===== src/rtl/key_debounce_pulse.sv =====
// -----------------------------------------------------------------------------
// key_debounce_pulse
//
// Multi-channel push-button conditioner. Every channel owns a synchroniser
// chain, a counter-based debouncer FSM and an optional auto-repeat generator.
// Channels are fully independent; several may pulse in the same cycle.
//
// Ports:
//   clk            system clock
//   reset          asynchronous, active-high reset
//   key_in         raw asynchronous key/switch inputs (polarity set by ACTIVE_LOW)
//   key_level      debounced level, 1 = pressed
//   press_pulse    one-cycle pulse when a press is accepted
//   release_pulse  one-cycle pulse when a release is accepted
//   repeat_pulse   one-cycle auto-repeat pulse while held (REPEAT_MASK channels)
//
// Latency: a clean press or release is reported SYNC_STAGES + DB_CYCLES rising
// edges after the first edge that samples the new key_in level.
// -----------------------------------------------------------------------------
module key_debounce_pulse #(
    parameter int                 N_KEYS        = 4,
    parameter bit                 ACTIVE_LOW    = 1'b1,
    parameter int                 SYNC_STAGES   = 3,
    parameter int                 DB_CYCLES     = 1000000,
    parameter logic [N_KEYS-1:0]  REPEAT_MASK   = '0,
    parameter int                 REPEAT_DELAY  = 25000000,
    parameter int                 REPEAT_PERIOD = 5000000
) (
    input  logic              clk,
    input  logic              reset,
    input  logic [N_KEYS-1:0] key_in,
    output logic [N_KEYS-1:0] key_level,
    output logic [N_KEYS-1:0] press_pulse,
    output logic [N_KEYS-1:0] release_pulse,
    output logic [N_KEYS-1:0] repeat_pulse
);

    localparam int DCNT_W   = $clog2(DB_CYCLES + 1);
    localparam int RCNT_MAX = (REPEAT_DELAY > REPEAT_PERIOD) ? REPEAT_DELAY : REPEAT_PERIOD;
    localparam int RCNT_W   = $clog2(RCNT_MAX + 1);

    localparam logic [DCNT_W-1:0] DB_LAST    = DCNT_W'(DB_CYCLES);
    localparam logic [DCNT_W-1:0] DCNT_ONE   = DCNT_W'(1);
    localparam logic [RCNT_W-1:0] RPT_DELAY  = RCNT_W'(REPEAT_DELAY);
    localparam logic [RCNT_W-1:0] RPT_PERIOD = RCNT_W'(REPEAT_PERIOD);

    typedef enum logic [1:0] {
        IDLE,
        PRESS_WAIT,
        PRESSED,
        RELEASE_WAIT
    } state_t;

    for (genvar i = 0; i < N_KEYS; i++) begin : g_chan

        // ---------------------------------------------------------------------
        // Synchroniser: presets to the inactive input level so that a reset
        // never looks like a press, and a key held through reset is re-sampled
        // and reported with the full latency.
        // ---------------------------------------------------------------------
        logic [SYNC_STAGES-1:0] sync_q;
        logic                   s;

        always_ff @(posedge clk or posedge reset) begin
            if (reset) begin
                sync_q <= {SYNC_STAGES{ACTIVE_LOW}};
            end else begin
                // NOTE: sequential state uses non-blocking assignments so every
                // flop samples the pre-edge value of its neighbour.
                sync_q <= {sync_q[SYNC_STAGES-2:0], key_in[i]};
            end
        end

        // Polarity-normalised sample: 1 = pressed.
        assign s = sync_q[SYNC_STAGES-1] ^ ACTIVE_LOW;

        // ---------------------------------------------------------------------
        // Debounce / repeat FSM
        // ---------------------------------------------------------------------
        state_t            state_q,     state_d;
        logic [DCNT_W-1:0] dcnt_q,      dcnt_d;
        logic [RCNT_W-1:0] rcnt_q,      rcnt_d;
        logic              rep_phase_q, rep_phase_d;  // 0: waiting for first repeat
        logic              level_q,     level_d;
        logic              press_q,     press_d;
        logic              release_q,   release_d;
        logic              repeat_q,    repeat_d;

        logic [RCNT_W-1:0] rcnt_inc;
        logic [RCNT_W-1:0] rcnt_limit;

        assign rcnt_inc   = rcnt_q + RCNT_W'(1);
        // The first repeat waits REPEAT_DELAY cycles, later ones REPEAT_PERIOD.
        // Selecting the limit (rather than reloading an offset) stays correct
        // when REPEAT_PERIOD exceeds REPEAT_DELAY.
        assign rcnt_limit = rep_phase_q ? RPT_PERIOD : RPT_DELAY;

        always_comb begin
            // NOTE: every signal gets a default before the case so no path can
            // leave one unassigned and infer a latch.
            state_d     = state_q;
            dcnt_d      = dcnt_q;
            rcnt_d      = rcnt_q;
            rep_phase_d = rep_phase_q;
            level_d     = level_q;
            press_d     = 1'b0;
            release_d   = 1'b0;
            repeat_d    = 1'b0;

            case (state_q)
                IDLE: begin
                    if (s) begin
                        state_d = PRESS_WAIT;
                        dcnt_d  = DCNT_ONE;
                    end
                end

                PRESS_WAIT: begin
                    if (!s) begin
                        // Glitch rejected silently.
                        state_d = IDLE;
                        dcnt_d  = '0;
                    end else if (dcnt_q == DB_LAST) begin
                        state_d     = PRESSED;
                        press_d     = 1'b1;
                        level_d     = 1'b1;
                        dcnt_d      = '0;
                        rcnt_d      = '0;
                        rep_phase_d = 1'b0;
                    end else begin
                        dcnt_d = dcnt_q + DCNT_W'(1);
                    end
                end

                PRESSED: begin
                    if (!s) begin
                        state_d = RELEASE_WAIT;
                        dcnt_d  = DCNT_ONE;
                    end else if (REPEAT_MASK[i]) begin
                        if (rcnt_inc == rcnt_limit) begin
                            repeat_d    = 1'b1;
                            rcnt_d      = '0;
                            rep_phase_d = 1'b1;
                        end else begin
                            rcnt_d = rcnt_inc;
                        end
                    end
                end

                RELEASE_WAIT: begin
                    if (s) begin
                        // Release glitch: back to PRESSED, repeat timing resumes
                        // from where it was.
                        state_d = PRESSED;
                        dcnt_d  = '0;
                    end else if (dcnt_q == DB_LAST) begin
                        state_d   = IDLE;
                        release_d = 1'b1;
                        level_d   = 1'b0;
                        dcnt_d    = '0;
                    end else begin
                        dcnt_d = dcnt_q + DCNT_W'(1);
                    end
                end

                default: begin
                    state_d = IDLE;
                    dcnt_d  = '0;
                    level_d = 1'b0;
                end
            endcase
        end

        always_ff @(posedge clk or posedge reset) begin
            if (reset) begin
                state_q     <= IDLE;
                dcnt_q      <= '0;
                rcnt_q      <= '0;
                rep_phase_q <= 1'b0;
                level_q     <= 1'b0;
                press_q     <= 1'b0;
                release_q   <= 1'b0;
                repeat_q    <= 1'b0;
            end else begin
                state_q     <= state_d;
                dcnt_q      <= dcnt_d;
                rcnt_q      <= rcnt_d;
                rep_phase_q <= rep_phase_d;
                level_q     <= level_d;
                press_q     <= press_d;
                release_q   <= release_d;
                repeat_q    <= repeat_d;
            end
        end

        assign key_level[i]     = level_q;
        assign press_pulse[i]   = press_q;
        assign release_pulse[i] = release_q;
        assign repeat_pulse[i]  = repeat_q;

    end : g_chan

endmodule : key_debounce_pulse

===== config.mk =====
export PLATFORM = sky130hd
export DESIGN_NAME = key_debounce_pulse
export DESIGN_NICKNAME = d
export VERILOG_FILES = /design/src/rtl/key_debounce_pulse.sv
export SDC_FILE = /design/constraint.sdc
export NUM_CORES = 1
export LEC_CHECK = 0
export BUFFER_PORTS_ARGS = -buffer_cell sky130_fd_sc_hd__buf_2
export CORE_ASPECT_RATIO = 1.4
export CORE_MARGIN = 5
export CORE_UTILIZATION = 60
export DETAILED_ROUTE_END_ITERATION = 6
export PLACE_DENSITY = 0.77
export SYNTH_ARGS = -nofsm -noshare
export SYNTH_HDL_FRONTEND = slang
export SYNTH_SLANG_ARGS = --single-unit

===== constraint.sdc =====
create_clock -name clk -period 4.7 [get_ports clk]
set_input_delay 0.705 -clock clk [delete_from_list [all_inputs] [get_ports clk]]
set_output_delay 0.705 -clock clk [all_outputs]
set_load 0.005 [all_outputs]

# Yosys cells after proc, flatten, opt, wreduce, memory -nomap -nowiden
# Cells that the tools add are included.
totals:
  reg_bits: 112
  out_inout_bits: 16
classes:
  addsub: 4
  n_eq_ne: 48
  muxes: 92
  reduce_logical: 20
ops:
  columns: ["operator", "count"]
  rows:
  - ["$mux 20", 20]
  - ["$pmux 20 s4", 4]
  - ["$add 20x1->20 const B", 4]
  - ["$eq 20x20->1 const B", 4]
  - ["$mux 2", 24]
  - ["$ne 2x2->1 const B", 24]
  - ["$mux 1", 36]
  - ["$pmux 2 s4", 4]
  - ["$ne 3x3->1 const B", 8]
  - ["$reduce_and 5->1", 4]
  - ["$eq 2x2->1 const B", 8]
  - ["$reduce_and 4->1", 4]
  - ["$eq 2x1->1 const B", 4]
  - ["$logic_not 2->1", 4]
  - ["$pmux 1 s2", 4]
  - ["$reduce_and 2->1", 4]
  - ["$reduce_bool 2->1", 4]

# Logic depth before layout (Yosys ltp)
logic_depth:
  ltp_word: 4
  depth_mapped: 9
  ltp_nobuf: 7

# Worst setup path before layout
# No wires, ideal clock.
synth_path:
  kind: "flip-flop to flip-flop"
  from: "reg g_chan[0].dcnt_q[0]"
  to: "reg g_chan[0].dcnt_q[2]"
  setup_time_ns: 0.138
  arrival_time_ns: 1.874
  required_time_ns: 4.562
  setup_slack_ns: 2.687
  path_stages_with_launch: 10
  n_path_buf: 2
  synth_period_minus_slack_ns: 2.013
  path_cell_list: "dfrtp_1 > inv_1 > ha_1 > or4b_1 > nor3_2 > a21oi_2 > buf_6 > buf_2 > a21oi_1 > a31oi_1"
synth_via:
  elab_chain_len: 4
  word_cells_on_any_way: 6
  cone_classes: "1 x add/sub; 1 x eq/ne; 4 x mux"
synth_lines:
  columns: ["item", "line_no", "rtl"]
  rows:
  - ["start: declaration", "81", "logic [DCNT_W-1:0] dcnt_q, dcnt_d;"]
  - ["start signal: assignment", "186", "dcnt_q <= dcnt_d;"]
  - ["$add 20x1->20 or $eq 20x20->1 (tied branches)", null, null]
  - ["$mux 20 *", "123, 156", null]
  - ["$mux 20 (on tied branches)", "151, 119", null]
  - ["$pmux 20 s4 *", "110", "case (state_q)"]
# Mark *: on every way between the ends. The rest lies on a longest branch, timed or not.
# A chain may end at the register's enable or synchronous reset.

# Worst setup path after layout
layout_path:
  from: "reg g_chan[1].dcnt_q[0]"
  to: "reg g_chan[1].dcnt_q[15]"
layout_via:
  elab_chain_len: 4
  word_cells_on_any_way: 6
  cone_classes: "1 x add/sub; 1 x eq/ne; 4 x mux"
layout_lines:
  columns: ["item", "line_no"]
  rows:
  - ["start: declaration", "81"]
  - ["start signal: assignment", "186"]
  - ["$add 20x1->20 or $eq 20x20->1 (tied branches)", null]
  - ["$mux 20 *", "123, 156"]
  - ["$mux 20 (on tied branches)", "151, 119"]
  - ["$pmux 20 s4 *", "110"]
# Marks and branches as above.

==> impl_metrics.json <==
{
  "fmax_mhz": 391,
  "synth_cell_types": 60,
  "ys_top_cells_by_count": "dfrtp_1, nand2_1, a31oi_1",
  "via_count": 4717,
  "grt_pass1_wl_um": 20500,
  "fin_util_pct": 63.9,
  "avgSynthCellArea_sq_um": 9.35,
  "startpoint_type": "flop",
  "fin_crit_ns": 2.56,
  "root_buffer": "clkbuf_16",
  "fin_cells": 769,
  "crit_required_ns": 4.97,
  "grt_max_degree": 47,
  "num_rows": 43,
  "cp_data_arrival_time_ns": 2.83,
  "antenna_cells": 0,
  "async_reset_ff_share_pct": 100,
  "route.detailed.drc": 0,
  "portBuffers": 17,
  "max_slew_margin_pct": 18.9,
  "yosysTopAreaCell": "dfrtp_1",
  "critical_path_class": "reg -> reg",
  "drive_gt1_share_pct": 10.4,
  "yosys-top-cells-area": "dfrtp_1, a31oi_1, nand2_1",
  "nets": 643,
  "fp.dieH_um": 128,
  "ys_warn_count": 0,
  "crit_fanout": 17,
  "hold_buffers": 0,
  "ioPinCount": 22,
  "wl_per_cell_um": 15.4,
  "cts_max_level": 3,
  "dr.first_iter.drc_count": 244,
  "hold_violations": 0,
  "p_int_w": 0.00172,
  "setup_tns_ns": 0,
  "cts_made_buffers": 9,
  "gp_congestion": 0.879,
  "power_leakage_nw": 2.63,
  "combinationalPowerShare_pct": 28.7,
  "ys_ff_latch": 112,
  "grtUsageMet2_pct": 35.6,
  "antenna_found_initial": 0,
  "p_per_area_nw_per_um2": 436,
  "grt_overflow": 0,
  "use_met1_pct": 26.2,
  "first_pass_iters": 5,
  "placedInstanceArea_sq_um": 5970,
  "vias_per_cell": 6.13,
  "p_switching_w": 0.00100,
  "cts.clk_slew.worst_paths_ns": 0.07,
  "finalClockSkew_ns": 0.00892,
  "status": "finished, final reports clean",
  "area_delta_synth_final_pct": 5.26,
  "synthCells": 636,
  "rsz0062_at_grt": "no",
  "stdcell_area_sq_um": 6260,
  "netlist.area_leader.share_pct": 42.1,
  "cts_max_path_buffers": 2,
  "setup_viol": 0,
  "cts_sinks": 112,
  "grt_usage_pct": 20.8,
  "synth.most_common_cell": "dfrtp_1",
  "antenna_left": 0,
  "synth_edf_count": 0,
  "dp.cells": 753,
  "busiest_layer": "met2",
  "cts_tree": "yes",
  "dp.final_hpwl_um": 7940,
  "global_route.usage.met3_pct": 3.52,
  "synth_seq_area_share_pct": 47.4,
  "drt-total-wl_um": 11800,
  "pwr-share-seq_pct": 43.2,
  "swShare_pct": 36.8,
  "worstHoldPathType": "reg -> reg",
  "clock_latency_ns": 0.36,
  "cp-end-kind": "flop",
  "postCtsResizedCells": 0,
  "die_w_um": 94.1,
  "whs_ns": 0.357,
  "final_min_period_over_clock_period_pct": 54.5,
  "post_cts_buffers": 0,
  "clock_power_share_pct": 28.1,
  "dieArea_sq_um": 12000,
  "final_max_slew_viol_count": 0,
  "max_slew.worst_pin.slew_ns": 1.22,
  "max_cap_violations": 0,
  "syn_area_sq_um": 5950,
  "start_util_pct": 60.7,
  "ir_drop_uv": 354,
  "synthFlopType": "dfrtp_1",
  "grt_pass1_vias": 4527,
  "core_sq_um": 9790
}
-- critical path, cell delays in order, from the launching register on --
cell and delay [ns]:
dfrtp_1 0.40, inv_1 0.09, ha_1 0.20, nor4b_1 0.15, and4_1 0.24, a21oi_1 0.72, buf_4 0.35, a41oi_1 0.14
a31oi_1 0.19
-- sequential cells by signal, indices dropped and copies added, names as in the netlist, named ones only --
| register | flops |
|---|---|
| g_chan.level_q | 4 |
| g_chan.press_q | 4 |
| g_chan.state_q | 4 |
| g_chan.release_q | 4 |
| g_chan.dcnt_q | 80 |
| g_chan.sync_q | 12 |
-- cell type report --
cell class,instances,area (sq um)
Timing Repair Buffer,21,115
Inverter,28,108
Sequential cell,112,2820
Tap cell,135,169
Fill cell,813,3530
Clock buffer,15,258
Clock inverter,1,30.0
Multi-Input combinational cell,457,2760
-- logic make-up after synthesis --
group,after synthesis,share of synthesized area [%]
xor+xnor,13,1.91
fa+ha+maj,8,1.68
mux,5,0.842
flops,112,47.4
other cells,1,0.0631
simple gates,263,24.2
compound gates,164,17.6
buf+inv,70,6.35
-- metal layers --
layer | up-vias | share of wire [%]
met1 | 2317 | 43
met5 | - | 0
li1 | 2294 | -
met3 | 23 | 2.9
met4 | 0 | 2.0
met2 | 83 | 52
-- metrics by stage --
stage / total power [W] / setup slack (ns)
floorplan: 0.00184 / 1.06
global placement: 0.00193 / 2.34
detailed placement: 0.00197 / 2.21
CTS: 0.00274 / 2.18
global route: 0.00290 / 1.96
finish: 0.00273 / 2.14
-- power by group through the flow --
stage	combinational [W]	clock (W)	sequential (W)
after floorplan	0.000690	0	0.00115
after global placement	0.000747	0	0.00119
after detailed placement	0.000780	0	0.00119
after CTS	0.000786	0.000774	0.00118
after global routing	0.000887	0.000819	0.00119
final	0.000784	0.000765	0.00118
-- path summary, 6_finish.rpt --
path                                     start                    to  slack [ns]  cells after the start
hold / removal             g_chan[0].sync_q[1]   g_chan[0].sync_q[2]        0.36                      0
hold reg to reg            g_chan[0].sync_q[1]   g_chan[0].sync_q[2]        0.36                      0
setup reg to reg           g_chan[1].dcnt_q[0]  g_chan[1].dcnt_q[15]        2.14                      8
setup / recovery           g_chan[1].dcnt_q[0]  g_chan[1].dcnt_q[15]        2.14                      8
max in group asynchronous                reset   g_chan[3].sync_q[2]        3.33                      3
min in group asynchronous                reset  g_chan[0].dcnt_q[18]        0.39                      2
-- cells in the final DEF, fill, tap and decap left out, types with 7 or more instances in the layout --
cell,n
nand2b_1,7
a31oi_1,53
o21ai_0,20
inv_1,27
o21ai_1,7
nor3_1,17
a21oi_1,34
ha_1,8
buf_2,17
nand2_1,88
xor2_1,7
nand4_1,11
clkbuf_16,9
and3_1,13
nand3_1,48
nor2_1,30
dfstp_2,12
a41oi_1,13
dfrtp_1,100
Power figures use the tool's default switching activity.
